**src/rtl/instr_fetch_pkg.sv**
```systemverilog
// +--------------------------------------------------------------------------+
// | instr_fetch_pkg : shared types and constants for the instruction fetcher  |
// | Revision 1.0                                                             |
// +--------------------------------------------------------------------------+
`timescale 1ns/1ps
`default_nettype none

package instr_fetch_pkg;

    localparam int          INSTR_BYTES      = 4;
    localparam int          INSTR_WIDTH      = 32;
    localparam logic [31:0] DEFAULT_RESET_PC = 32'h0000_0000;

    typedef enum logic [1:0] {
        FETCH = 2'd0,
        WAIT  = 2'd1,
        DRAIN = 2'd2
    } fetch_state_t;

endpackage

`default_nettype wire

```
**src/rtl/instr_fetch_if.sv**
```systemverilog
// +--------------------------------------------------------------------------+
// | instr_fetch_if : imem request/response, decode stream and redirect bus    |
// | Revision 1.0                                                             |
// +--------------------------------------------------------------------------+
`timescale 1ns/1ps
`default_nettype none

interface instr_fetch_if
    import instr_fetch_pkg::*;
#(
    parameter int PC_WIDTH = 32
);
    logic                   imem_req;
    logic [PC_WIDTH-1:0]    imem_addr;
    logic                   imem_ready;
    logic                   imem_rvalid;
    logic [INSTR_WIDTH-1:0] imem_rdata;

    logic                   inst_valid;
    logic                   inst_ready;
    logic [INSTR_WIDTH-1:0] inst_data;
    logic [PC_WIDTH-1:0]    inst_pc;

    logic                   redirect_valid;
    logic [PC_WIDTH-1:0]    redirect_pc;

    modport master (
        output imem_req, imem_addr, inst_valid, inst_data, inst_pc,
        input  imem_ready, imem_rvalid, imem_rdata, inst_ready,
               redirect_valid, redirect_pc
    );

    modport slave (
        input  imem_req, imem_addr, inst_valid, inst_data, inst_pc,
        output imem_ready, imem_rvalid, imem_rdata, inst_ready,
               redirect_valid, redirect_pc
    );

endinterface

`default_nettype wire

```
**src/rtl/instr_fetch_fifo.sv**
```systemverilog
// +--------------------------------------------------------------------------+
// | fetch_fifo : synchronous prefetch FIFO with single-cycle flush            |
// | Revision 1.0                                                             |
// +--------------------------------------------------------------------------+
`timescale 1ns/1ps
`default_nettype none

module fetch_fifo #(
    parameter int WIDTH = 64,
    parameter int DEPTH = 4
) (
    input  wire logic             clk,
    input  wire logic             rst,
    input  wire logic             flush_i,
    input  wire logic             push_i,
    input  wire logic [WIDTH-1:0] push_data_i,
    input  wire logic             pop_i,
    output logic                  empty_o,
    output logic                  full_o,
    output logic [WIDTH-1:0]      head_o
);

    localparam int                 c_PTR_W    = $clog2(DEPTH);
    localparam logic [c_PTR_W-1:0] c_PTR_ONE  = c_PTR_W'(1);
    localparam logic [c_PTR_W:0]   c_CNT_ONE  = (c_PTR_W + 1)'(1);
    localparam logic [c_PTR_W:0]   c_CNT_FULL = (c_PTR_W + 1)'(DEPTH);

    logic [WIDTH-1:0]   mem_q [DEPTH];
    logic [c_PTR_W-1:0] wr_ptr_q;
    logic [c_PTR_W-1:0] rd_ptr_q;
    logic [c_PTR_W:0]   count_q;
    logic               w_push;
    logic               w_pop;

    assign empty_o = (count_q == '0);
    assign full_o  = (count_q == c_CNT_FULL);
    assign head_o  = mem_q[rd_ptr_q];
    assign w_push  = push_i && !full_o;
    assign w_pop   = pop_i && !empty_o;

    always_ff @(posedge clk) begin
        if (!rst || flush_i) begin
            wr_ptr_q <= '0;
            rd_ptr_q <= '0;
            count_q  <= '0;
        end else begin
            if (w_push) begin
                wr_ptr_q <= wr_ptr_q + c_PTR_ONE;
            end
            if (w_pop) begin
                rd_ptr_q <= rd_ptr_q + c_PTR_ONE;
            end
            case ({w_push, w_pop})
                2'b10:   count_q <= count_q + c_CNT_ONE;
                2'b01:   count_q <= count_q - c_CNT_ONE;
                default: count_q <= count_q;
            endcase
        end
    end

    // Storage carries no reset; validity is tracked by count_q alone.
    always_ff @(posedge clk) begin
        if (w_push) begin
            mem_q[wr_ptr_q] <= push_data_i;
        end
    end

endmodule

`default_nettype wire

```
**src/rtl/instr_fetch.sv**
```systemverilog
// +--------------------------------------------------------------------------+
// | instr_fetch : single-outstanding instruction fetcher with prefetch FIFO   |
// | Revision 1.0                                                             |
// +--------------------------------------------------------------------------+
`timescale 1ns/1ps
`default_nettype none

module instr_fetch
    import instr_fetch_pkg::*;
#(
    parameter int                  PC_WIDTH   = 32,
    parameter logic [PC_WIDTH-1:0] RESET_PC   = PC_WIDTH'(DEFAULT_RESET_PC),
    parameter int                  FIFO_DEPTH = 4
) (
    input  wire logic      clk,
    input  wire logic      rst,
    instr_fetch_if.master  bus
);

    localparam logic [PC_WIDTH-1:0] c_STEP       = PC_WIDTH'(INSTR_BYTES);
    localparam logic [PC_WIDTH-1:0] c_ALIGN_MASK = ~PC_WIDTH'(INSTR_BYTES - 1);

    fetch_state_t          state_q;
    fetch_state_t          state_d;
    logic [PC_WIDTH-1:0]   fetch_pc_q;
    logic [PC_WIDTH-1:0]   fetch_pc_d;
    logic [PC_WIDTH-1:0]   req_pc_q;
    logic                  run_q;
    logic                  w_req;
    logic                  w_accept;
    logic                  w_push;
    logic                  w_pop;
    logic                  w_fifo_full;
    logic                  w_fifo_empty;
    logic [PC_WIDTH+INSTR_WIDTH-1:0] w_head;

    assign w_accept = w_req && bus.imem_ready;
    assign w_pop    = bus.inst_valid && bus.inst_ready && !bus.redirect_valid;

    always_comb begin
        state_d    = state_q;
        fetch_pc_d = fetch_pc_q;
        w_req      = 1'b0;
        w_push     = 1'b0;
        case (state_q)
            FETCH: begin
                // run_q keeps the request low for the whole cycle after a reset edge.
                w_req = run_q && !w_fifo_full;
                if (w_req && bus.imem_ready) begin
                    fetch_pc_d = fetch_pc_q + c_STEP;
                    state_d    = WAIT;
                end
            end
            WAIT: begin
                if (bus.imem_rvalid) begin
                    w_push  = 1'b1;
                    state_d = FETCH;
                end
            end
            DRAIN: begin
                if (bus.imem_rvalid) begin
                    state_d = FETCH;
                end
            end
            default: state_d = FETCH;
        endcase

        if (bus.redirect_valid) begin
            w_push     = 1'b0;
            fetch_pc_d = bus.redirect_pc & c_ALIGN_MASK;
            // Go to DRAIN only while a response is still owed by imem.
            case (state_q)
                FETCH:       state_d = (w_req && bus.imem_ready) ? DRAIN : FETCH;
                WAIT, DRAIN: state_d = bus.imem_rvalid ? FETCH : DRAIN;
                default:     state_d = FETCH;
            endcase
        end
    end

    always_ff @(posedge clk) begin
        if (!rst) begin
            state_q    <= FETCH;
            fetch_pc_q <= RESET_PC & c_ALIGN_MASK;
            req_pc_q   <= RESET_PC & c_ALIGN_MASK;
            run_q      <= 1'b0;
        end else begin
            state_q    <= state_d;
            fetch_pc_q <= fetch_pc_d;
            run_q      <= 1'b1;
            if (w_accept) begin
                req_pc_q <= fetch_pc_q;
            end
        end
    end

    fetch_fifo #(
        .WIDTH (PC_WIDTH + INSTR_WIDTH),
        .DEPTH (FIFO_DEPTH)
    ) u_fifo (
        .clk         (clk),
        .rst         (rst),
        .flush_i     (bus.redirect_valid),
        .push_i      (w_push),
        .push_data_i ({req_pc_q, bus.imem_rdata}),
        .pop_i       (w_pop),
        .empty_o     (w_fifo_empty),
        .full_o      (w_fifo_full),
        .head_o      (w_head)
    );

    assign bus.imem_req   = w_req;
    assign bus.imem_addr  = fetch_pc_q;
    assign bus.inst_valid = !w_fifo_empty;
    assign bus.inst_pc    = w_head[PC_WIDTH+INSTR_WIDTH-1:INSTR_WIDTH];
    assign bus.inst_data  = w_head[INSTR_WIDTH-1:0];

endmodule

`default_nettype wire

```
**src/flat_wrapper.sv**
```systemverilog
// flat-port wrapper written by rule: the top's interface ports become plain ports
module instr_fetch_flat import instr_fetch_pkg::*;
#(
    parameter int                  PC_WIDTH   = 32,
    parameter logic [PC_WIDTH-1:0] RESET_PC   = PC_WIDTH'(DEFAULT_RESET_PC),
    parameter int                  FIFO_DEPTH = 4
)
  (clk, rst, bus_imem_req, bus_imem_addr, bus_inst_valid, bus_inst_data, bus_inst_pc, bus_imem_ready, bus_imem_rvalid, bus_imem_rdata, bus_inst_ready, bus_redirect_valid, bus_redirect_pc);
  instr_fetch_if #(.PC_WIDTH(PC_WIDTH)) bus_i ();
  input  wire logic clk;
  input  wire logic rst;
  output wire logic [$bits(bus_i.imem_req)-1:0] bus_imem_req;
  output wire logic [$bits(bus_i.imem_addr)-1:0] bus_imem_addr;
  output wire logic [$bits(bus_i.inst_valid)-1:0] bus_inst_valid;
  output wire logic [$bits(bus_i.inst_data)-1:0] bus_inst_data;
  output wire logic [$bits(bus_i.inst_pc)-1:0] bus_inst_pc;
  input wire logic [$bits(bus_i.imem_ready)-1:0] bus_imem_ready;
  input wire logic [$bits(bus_i.imem_rvalid)-1:0] bus_imem_rvalid;
  input wire logic [$bits(bus_i.imem_rdata)-1:0] bus_imem_rdata;
  input wire logic [$bits(bus_i.inst_ready)-1:0] bus_inst_ready;
  input wire logic [$bits(bus_i.redirect_valid)-1:0] bus_redirect_valid;
  input wire logic [$bits(bus_i.redirect_pc)-1:0] bus_redirect_pc;
  assign bus_imem_req = bus_i.imem_req;
  assign bus_imem_addr = bus_i.imem_addr;
  assign bus_inst_valid = bus_i.inst_valid;
  assign bus_inst_data = bus_i.inst_data;
  assign bus_inst_pc = bus_i.inst_pc;
  assign bus_i.imem_ready = bus_imem_ready;
  assign bus_i.imem_rvalid = bus_imem_rvalid;
  assign bus_i.imem_rdata = bus_imem_rdata;
  assign bus_i.inst_ready = bus_inst_ready;
  assign bus_i.redirect_valid = bus_redirect_valid;
  assign bus_i.redirect_pc = bus_redirect_pc;
  instr_fetch #(.PC_WIDTH(PC_WIDTH), .RESET_PC(RESET_PC), .FIFO_DEPTH(FIFO_DEPTH)) u_core (.clk(clk), .rst(rst), .bus(bus_i));
endmodule
```
**config.mk**
```make
export PLATFORM = sky130hd
export DESIGN_NAME = instr_fetch_flat
export DESIGN_NICKNAME = d
export VERILOG_FILES = /design/src/rtl/instr_fetch_pkg.sv /design/src/rtl/instr_fetch_if.sv /design/src/rtl/instr_fetch_fifo.sv /design/src/rtl/instr_fetch.sv /design/src/flat_wrapper.sv
export SDC_FILE = /design/constraint.sdc
export NUM_CORES = 1
export LEC_CHECK = 0
export CAP_MARGIN = 20
export CORE_UTILIZATION = 49
export DETAILED_ROUTE_END_ITERATION = 10
export HOLD_SLACK_MARGIN = 0.02
export PLACE_DENSITY = 0.76
export SLEW_MARGIN = 25
export SYNTH_ARGS = -nofsm -noshare
export SYNTH_HDL_FRONTEND = slang
export SYNTH_SLANG_ARGS = --single-unit
```
**constraint.sdc**
```tcl
create_clock -name clk -period 3.1 [get_ports clk]
set_clock_uncertainty 0.2 [all_clocks]
set_input_delay 0.31 -clock clk [delete_from_list [all_inputs] [get_ports clk]]
set_output_delay 0.31 -clock clk [all_outputs]
set_load 0.02 [all_outputs]
```
Word level (Yosys, flattened, before mapping)

Memories as Yosys holds them, arrays and structs flattened. A register that Yosys moved wholly into a read port is not among the register bits.
Index checks and enable logic that the tools add are counted.
W data, S select, Z words.

Register bits after elaboration: 74
Memory bits (writable): 256
Input bits: 70
Output and inout port bits: 98
Logic and storage cells: 64
Memories: 1

Add/subtract/negate cells: 5
Eq/ne operators: 7
Muxes and demuxes: 20
Bitwise operators: 1
Reduce and logical (&&, ||, !) cells: 22

Memory list:

| memory              | words | bits a word | rd ports | clocked after memory_dff | wr ports | RTL line               | text |
|---|---|---|---|---|---|---|---|
| u_core.u_fifo.mem_q | 4     | 64          | 1        | 1                        | 1        | instr_fetch_fifo.sv:28 | `logic [WIDTH-1:0] mem_q [DEPTH];` |

Operators with widths:

| cell                    | number |
|---|---|
| $mux W32                | 3 |
| $add A32 B3 Y32 const B | 1 |
| $mux W2                 | 7 |
| $pmux W2 S2             | 2 |
| $logic_and A1 B1 Y1     | 7 |
| $mux W1                 | 7 |
| $pmux W3 S2             | 1 |
| $reduce_and A2 Y1       | 3 |
| $reduce_bool A2 Y1      | 3 |
| $add A2 B1 Y2 const B   | 2 |
| $eq A2 B1 Y1 const B    | 2 |
| $eq A2 B2 Y1 const B    | 2 |
| $logic_not A1 Y1        | 4 |
| $reduce_or A2 Y1        | 2 |
| $add A3 B1 Y3 const B   | 1 |
| $eq A3 B3 Y1 const B    | 1 |
| $logic_not A3 Y1        | 1 |
| $ne A3 B1 Y1 const B    | 1 |
| $ne A3 B2 Y1 const B    | 1 |
| $sub A3 B1 Y3 const B   | 1 |
| $logic_not A2 Y1        | 1 |
| $logic_or A1 B1 Y1      | 1 |
| $not A1 Y1              | 1 |

Depth between registers and ports, before layout

Gate-level depths: netlist of run 1.

Depth after elaboration: 8
Gate-level depth with buffers: 11
Gate-level depth less buffers: 11

Cells and area by module

From an unflattened synthesis of run 1, not the netlist that was laid out.

Cells, all modules: 781
Area total of the unflattened synthesis: 12,937.4 um^2

By module, submodules not included:

| module      | instances | cells each | area each (um^2) | sequential area each (um^2) |
|---|---|---|---|---|
| fetch_fifo  | 1         | 389        | 9,788.1          | 7,867.5 |
| instr_fetch | 1         | 392        | 3,149.3          | 1,261.2 |

Least setup slack after synthesis of run 1

No wires, ideal clock.

Kind: register to register
Start point: register u_core.state_q[1]
End point: memory u_core.u_fifo.mem_q[1][0] (enable)
Data arrival time: 2,539 ps
Setup slack: -65 ps
Cell stages (with the launch flop): 6
Path buffers: 0
Period minus slack after synthesis: 3,165 ps
Cells stage by stage: dfxtp_1 -> inv_1 -> ha_1 -> nand2_1 -> nor3_1 -> and2_1

Longest elaborated chain between the ends: 6

Ends and longest elaborated chain:

| what                          | RTL line               | text |
|---|---|---|
| start: declaration            | instr_fetch.sv:23      | `fetch_state_t state_q;` |
| start signal: assignment      | instr_fetch.sv:87      | `state_q <= state_d;` |
| $eq A2 B1 Y1                  | instr_fetch.sv:45      | `case (state_q)` |
| $mux W1                       | instr_fetch.sv:45      |  |
| $mux W1                       | instr_fetch.sv:68      | `if (bus.redirect_valid) begin` |
| $logic_and A1 B1 Y1           | instr_fetch_fifo.sv:38 | `assign w_push = push_i && !full_o;` |
| $mux W1                       | instr_fetch_fifo.sv:63 | `if (w_push) begin` |
| $mux W1 (not written as such) | instr_fetch_fifo.sv:64 | `mem_q[wr_ptr_q] <= push_data_i;` |
| end: declaration              | instr_fetch_fifo.sv:28 |  |

Every way passes these cells.

==> results of run 1 <==
==> registers in the layout (all words and copies together), names as in the netlist, named ones only <==
register                flops
u_core.run_q                1
u_core.req_pc_q            30
u_core.u_fifo.wr_ptr_q      2
u_core.bus.imem_addr       30
u_core.state_q              2
u_core.u_fifo.mem_q       248
u_core.u_fifo.count_q       3
u_core.u_fifo.rd_ptr_q      2
==> final timing paths <==
check	start	to	cells past startpoint
worst max-delay path	flip-flop	bus_inst_pc[16]	3
worst min register to register	u_core.req_pc_q[28]	u_core.req_pc_q[28]	2
worst min-delay path	bus_redirect_pc[2]	u_core.bus.imem_addr[2]	3
worst max register to register	u_core.state_q[1]	u_core.bus.imem_addr[17]	6
==> critical path: stages (launching register included) <==
cell and delay [ps]:
dfxtp_4 440, buf_12 250, mux4_2 530, clkdlybuf4s50_1 590
==> power by group through the flow <==
stage / Sequential, mW / Clock, mW / Combinational (mW)
finish: 4.73 / 3.79 / 0.397
global route: 4.74 / 4.04 / 0.429
CTS: 4.73 / 3.87 / 0.398
detailed placement: 4.82 / 0 / 0.395
global placement: 4.82 / 0 / 0.388
floorplan: 4.82 / 0 / 0.146
==> layout by cell type, fill, tap and decap left out, types with 4 or more instances in the layout <==
cell	synthesis	layout
a211oi_1	6	6
a21oi_1	40	40
a311oi_1	4	4
a31oi_1	10	10
a32oi_1	5	5
and2_4	0	4
and3_1	10	10
and4_1	10	10
buf_12	0	10
buf_4	4	20
bufinv_16	0	4
clkbuf_1	36	10
clkbuf_16	0	33
clkdlybuf4s50_1	0	161
clkinv_2	0	6
conb_1	1	4
dfxtp_1	72	70
edfxtp_1	248	248
ha_1	9	9
inv_1	13	13
mux4_2	62	62
nand2_1	75	75
nand3_1	15	15
nand4_1	9	9
nor2_1	18	17
nor3_1	13	13
nor4_1	9	9
o21ai_0	30	30
o31ai_1	5	5
or3_1	12	12
or4_1	11	11
xnor2_1	9	9
==> cell usage after synthesis (6+ instances only) <==
library cell and n:
dfxtp_1 72, inv_1 13, nand3_1 15, nor4_1 9, and2_1 6, mux4_2 62
a21oi_1 40, or3_1 12, nor3_1 13, clkbuf_1 36, edfxtp_1 248, a31oi_1 10
and4_1 10, or4_1 11, nand2_1 75, o21ai_0 30, ha_1 9, xnor2_1 9
nand4_1 9, and3_1 10, nor2_1 18, a211oi_1 6
==> stage by stage <==
stage / utilization (%) / hold slack (ps) / setup WS (ps) / instance area [sq um]
6_report: 62.6 / 155 / 225 / 15700
5_1_grt: 62.6 / 159 / 124 / 15700
4_1_cts: 62.6 / 132 / 148 / 15700
3_5_place_dp: 58.4 / 288 / 506 / 14700
3_3_place_gp: 58.4 / 277 / 548 / 14700
2_1_floorplan: - / 138 / 548 / 12500
==> cell type report <==
cell class,count,share of cell area (%)
Tap cell,330,2.63
Clock inverter,13,1.05
Inverter,13,0.310
Multi-Input combinational cell,399,21.4
Clock buffer,44,5.58
Timing Repair Buffer,191,12.5
Sequential cell,320,56.6
==> kinds of logic after synthesis <==
group	synth area share, %
xor gates and xnor gates	0.772
DFF	71.2
muxes	11.3
and+or+nand+nor	8.56
adders and majority gates	1.06
AOI/OAI and AO/OA	5.08
buffers and inverters	2.06
other	0.0300
==> timing repair <==
action	CTS	global route
hold buffers	0	0
endpoints found under the setup margin	13	0
buffers inserted	3	0
==> metal layers <==
| metal | share of wire (%) | global-route usage (%) | vias to the layer above | wire [um] |
|---|---|---|---|---|
| met5 | 0 | 0 | - | 0 |
| met4 | 1.5 | 4.72 | 0 | 408 |
| met3 | 7.7 | 3.57 | 36 | 2040 |
| met2 | 48 | 32.8 | 329 | 12600 |
| met1 | 43 | 29.8 | 3692 | 11400 |
| li1 | - | - | 3418 | - |
==> flow_metrics.env, run 1 <==
export IMPL_grt_overflow=0
export IMPL_place_congestion=0.872
export IMPL_die_area_sq_um=26100
export IMPL_drc_errors=0
export IMPL_diodes=0
export IMPL_area_growth_pct=25.9
export IMPL_drt_iter0_markers=792
export IMPL_clock_fmax_ghz=0.348
export IMPL_layout_drive_gt1_share_pct=15.3
export IMPL_wirelength_um=26400
export IMPL_synth_edff_count=248
export IMPL_setup_tns_ps=0
export IMPL_crit_type="flip-flop to output pin"
export IMPL_maxCapViolCount=0
export IMPL_yosysSeqAreaShare_pct=71.2
export IMPL_synthArstFlopShare_pct=0
export IMPL_crit_path_end_kind="output pin"
export IMPL_final_nets=1036
export IMPL_grt_usage_pct=20.6
export IMPL_ys_types=48
export IMPL_dominantRegCellSynth="edfxtp_1"
export IMPL_grt_pass1_vias=7528
export IMPL_combPwrFrac_pct=4.4
export IMPL_finalCriticalPeriod_ps=2880
export IMPL_reg2reg_slack_ps=520
export IMPL_power_switching_mw=1.79
export IMPL_final_antenna_net_count=0
export IMPL_multiInputGateArea_sq_um=3370
export IMPL_viasPerCell=5.71
export IMPL_synth_area_per_cell_sq_um=16.0
export IMPL_h_tree_depth=1
export IMPL_num_vias=7475
export IMPL_finalCritPeriodShare_pct=92.8
export IMPL_max_clock_path_buffers=3
export IMPL_wl_per_cell_um=20.2
export IMPL_cp_arrival_ps=2370
export IMPL_slew_headroom_pct=56.5
export IMPL_grt_max_degree=52
export IMPL_p_clk_share_pct=42.5
export IMPL_layout_area_seq_sq_um=8900
export IMPL_outcome="finished clean"
export IMPL_hold_path_class="input port to flip-flop"
export IMPL_yosysTopAreaCell="edfxtp_1"
export IMPL_hold_viol=0
export IMPL_synthCells=779
export IMPL_syn_area_sq_um=12500
export IMPL_row_count=58
export IMPL_power_density_nw_per_um2=567
export IMPL_cts_tree="built"
export IMPL_synth_warnings=0
export IMPL_ys_ff_latch=320
export IMPL_grt_pass1_wl_um=41600
export IMPL_slew_viol_final=0
export IMPL_critPathLaunchType="flip-flop"
export IMPL_start_util_pct=49.7
export IMPL_insertion_delay_ps=540
export IMPL_seqPwrFrac_pct=53.0
export IMPL_power_leakage_nw=4.99
export IMPL_cts_resized=0
export IMPL_io_buffers=161
export IMPL_clock_sinks=320
export IMPL_antenna_found_initial=0
export IMPL_nFillCells=1855
export IMPL_netlist_top_cells_area="edfxtp_1 60%, dfxtp_1 12%, mux4_2 11%"
export IMPL_internal_power_mw=7.14
export IMPL_cts_buffers_inserted=31
export IMPL_synth_top_area_share_pct=59.6
export IMPL_worst_pin_slew_ps=648
export IMPL_die_h_um=162
export IMPL_vdd_drop_max_v=0.000351
export IMPL_crit_required_ps=2590
export IMPL_io_pins=168
export IMPL_dp_cells=1250
export IMPL_place_hpwl_um=17000
export IMPL_cts_reportedPaths_clkPinSlew_ps=60
export IMPL_ctsRootBufferMaster="clkbuf_16"
export IMPL_switching_share_pct=20.0
export IMPL_die_x_um=162
export IMPL_core_sq_um=25100
export IMPL_fin_cells=1310
export IMPL_rsz0062_at_grt="false"
export IMPL_total_power_mw=8.92
export IMPL_drtPass1Iterations=5
export IMPL_setup_viol=0
export IMPL_critPathMaxFanout=26
Power figures use the tool's default switching activity.
==> run 2: changes to the inputs <==
- CTS_CLUSTER_SIZE: default -> 14
==> flow_metrics.env, run 2 (synthesis results as in run 1) <==
export IMPL_r2r_end="u_core.bus.imem_addr[13]"
export IMPL_largest_reg_flops=248
export IMPL_grt_overflow=0
export IMPL_crit_family="buffers and inverters"
export IMPL_grt_pass1_wl_um=41500
export IMPL_slowest_stage="clkdlybuf4s50_1"
export IMPL_power_switching_mw=1.78
export IMPL_wl_met2_um=12400
export IMPL_setup_slack_ps=218
export IMPL_finalCriticalPeriod_ps=2880
export IMPL_p_clk_share_pct=40.8
export IMPL_slew_viol_final=0
export IMPL_nFillCells=1871
export IMPL_setup_viol=0
export IMPL_die_x_um=162
export IMPL_reg2reg_slack_ps=590
export IMPL_critPathLaunchType="flip-flop"
export IMPL_hold_viol=0
export IMPL_maxCapViolCount=0
export IMPL_layout_drive_gt1_share_pct=15.3
export IMPL_power_leakage_nw=4.95
export IMPL_layout_commonest_cell="edfxtp_1"
export IMPL_crit_path_end_kind="output pin"
export IMPL_seqPwrFrac_pct=54.6
export IMPL_ctsRootBufferMaster="clkbuf_16"
export IMPL_reg2regPathDepth=6
export IMPL_hold_path_class="input port to flip-flop"
export IMPL_die_area_sq_um=26100
export IMPL_place_ws_ps=506
export IMPL_combPwrFrac_pct=4.6
export IMPL_wirelength_um=26300
export IMPL_cts_buffers_inserted=31
export IMPL_num_vias=7416
export IMPL_drc_errors=0
export IMPL_io_pins=168
export IMPL_top_register="u_core.u_fifo.mem_q"
export IMPL_cts_setup_buffers=3
export IMPL_drt_iter0_markers=722
export IMPL_cts_reportedPaths_clkPinSlew_ps=60
export IMPL_internal_power_mw=6.88
export IMPL_grt_usage_pct=20.5
export IMPL_worst_path_buf_inv=2
export IMPL_crit_type="flip-flop to output pin"
export IMPL_timing_rr_start="u_core.state_q[1]"
export IMPL_wl_met1_um=11400
export IMPL_setup_tns_ps=0
export IMPL_start_util_pct=49.7
export IMPL_vdd_drop_max_v=0.000349
export IMPL_max_clock_path_buffers=3
export IMPL_clock_sinks=320
export IMPL_outcome="finished clean"
export IMPL_holdPathStages=3
export IMPL_io_buffers=161
export IMPL_rsz0062_at_grt="false"
export IMPL_final_antenna_net_count=0
export IMPL_row_count=58
export IMPL_crit_required_ps=2590
export IMPL_switching_share_pct=20.6
export IMPL_min_delay_start="bus_redirect_pc[2]"
export IMPL_finalCritPeriodShare_pct=93.0
export IMPL_path_cells="buf_12 -> mux4_2 -> clkdlybuf4s50_1"
export IMPL_drtPass1Iterations=5
export IMPL_place_hpwl_um=17000
export IMPL_critPathMaxFanout=26
export IMPL_layout_common_cells="248 x edfxtp_1, 161 x clkdlybuf4s50_1, 75 x nand2_1"
export IMPL_die_h_um=162
export IMPL_h_tree_depth=1
export IMPL_slew_headroom_pct=58.5
export IMPL_met3_length_um=2090
export IMPL_total_power_mw=8.66
export IMPL_grt_pass1_vias=7527
export IMPL_core_sq_um=25100
export IMPL_dp_cells=1250
export IMPL_viasPerCell=5.66
export IMPL_cts_tree="built"
export IMPL_postCtsHoldBufs=0
export IMPL_power_density_nw_per_um2=553
export IMPL_wl_per_cell_um=20.0
export IMPL_cts_resized=0
export IMPL_fin_cells=1310
export IMPL_min_to="u_core.bus.imem_addr[2]"
export IMPL_antenna_found_initial=0
export IMPL_grt_max_degree=52
export IMPL_top_layer="met4"
export IMPL_final_nets=1036
export IMPL_max_stage_delay_ps=590
export IMPL_worst_pin_slew_ps=618
export IMPL_clock_fmax_ghz=0.347
export IMPL_place_congestion=0.872
export IMPL_cp_arrival_ps=2370
export IMPL_diodes=0
export IMPL_area_growth_pct=25.4
export IMPL_insertion_delay_ps=540
-- run 2: layout make-up --
type / instances / area [sq um] / share of cell area (%)
well taps: 330 / 413 / 2.64
clock buffers: 43 / 872 / 5.57
clock inverters: 14 / 97.6 / 0.623
repair buffers: 191 / 1960 / 12.5
multi-input cells: 399 / 3370 / 21.5
inverters: 13 / 48.8 / 0.312
flip-flops and latches: 320 / 8900 / 56.8
-- run 2: worst max-delay path by stage --
stage | end | slack (ps) | depth (start not counted)
2_1_floorplan | u_core.u_fifo.count_q[2] | 550 | 9
4_1_cts | bus_inst_pc[16] | 150 | 3
6_report | bus_inst_pc[16] | 220 | 3
5_1_grt | bus_inst_pc[17] | 120 | 3
3_3_place_gp | bus_inst_data[21] | 550 | 3
3_5_place_dp | u_core.bus.imem_addr[13] | 510 | 5
-- run 2: per-layer routing --
| layer | GRT usage, % | vias up |
|---|---|---|
| li1 | - | 3424 |
| met2 | 32.8 | 310 |
| met5 | 0 | - |
| met1 | 29.5 | 3644 |
| met4 | 4.42 | 0 |
| met3 | 3.85 | 38 |
-- run 2: stage by stage --
stage / util, % / instance area, sq um / hold slack, ps
final: 62.3 / 15700 / 161
after global routing: 62.3 / 15700 / 161
after CTS: 62.3 / 15700 / 134
after detailed placement: 58.4 / 14700 / 288
after global placement: 58.4 / 14700 / 277
after floorplan: - / 12500 / 138
-- run 2: power by group through the flow --
stage | clock, mW | combinational, mW | sequential (mW)
2_1_floorplan | 0 | 0.146 | 4.82
3_3_place_gp | 0 | 0.388 | 4.82
3_5_place_dp | 0 | 0.395 | 4.82
4_1_cts | 3.61 | 0.398 | 4.73
5_1_grt | 3.77 | 0.428 | 4.74
6_report | 3.53 | 0.397 | 4.73
-- run 2: tightest hold or removal path, stage by stage --
cell and delay [ps]:
clkdlybuf4s50_1 390, nor2_1 90, a211oi_1 50
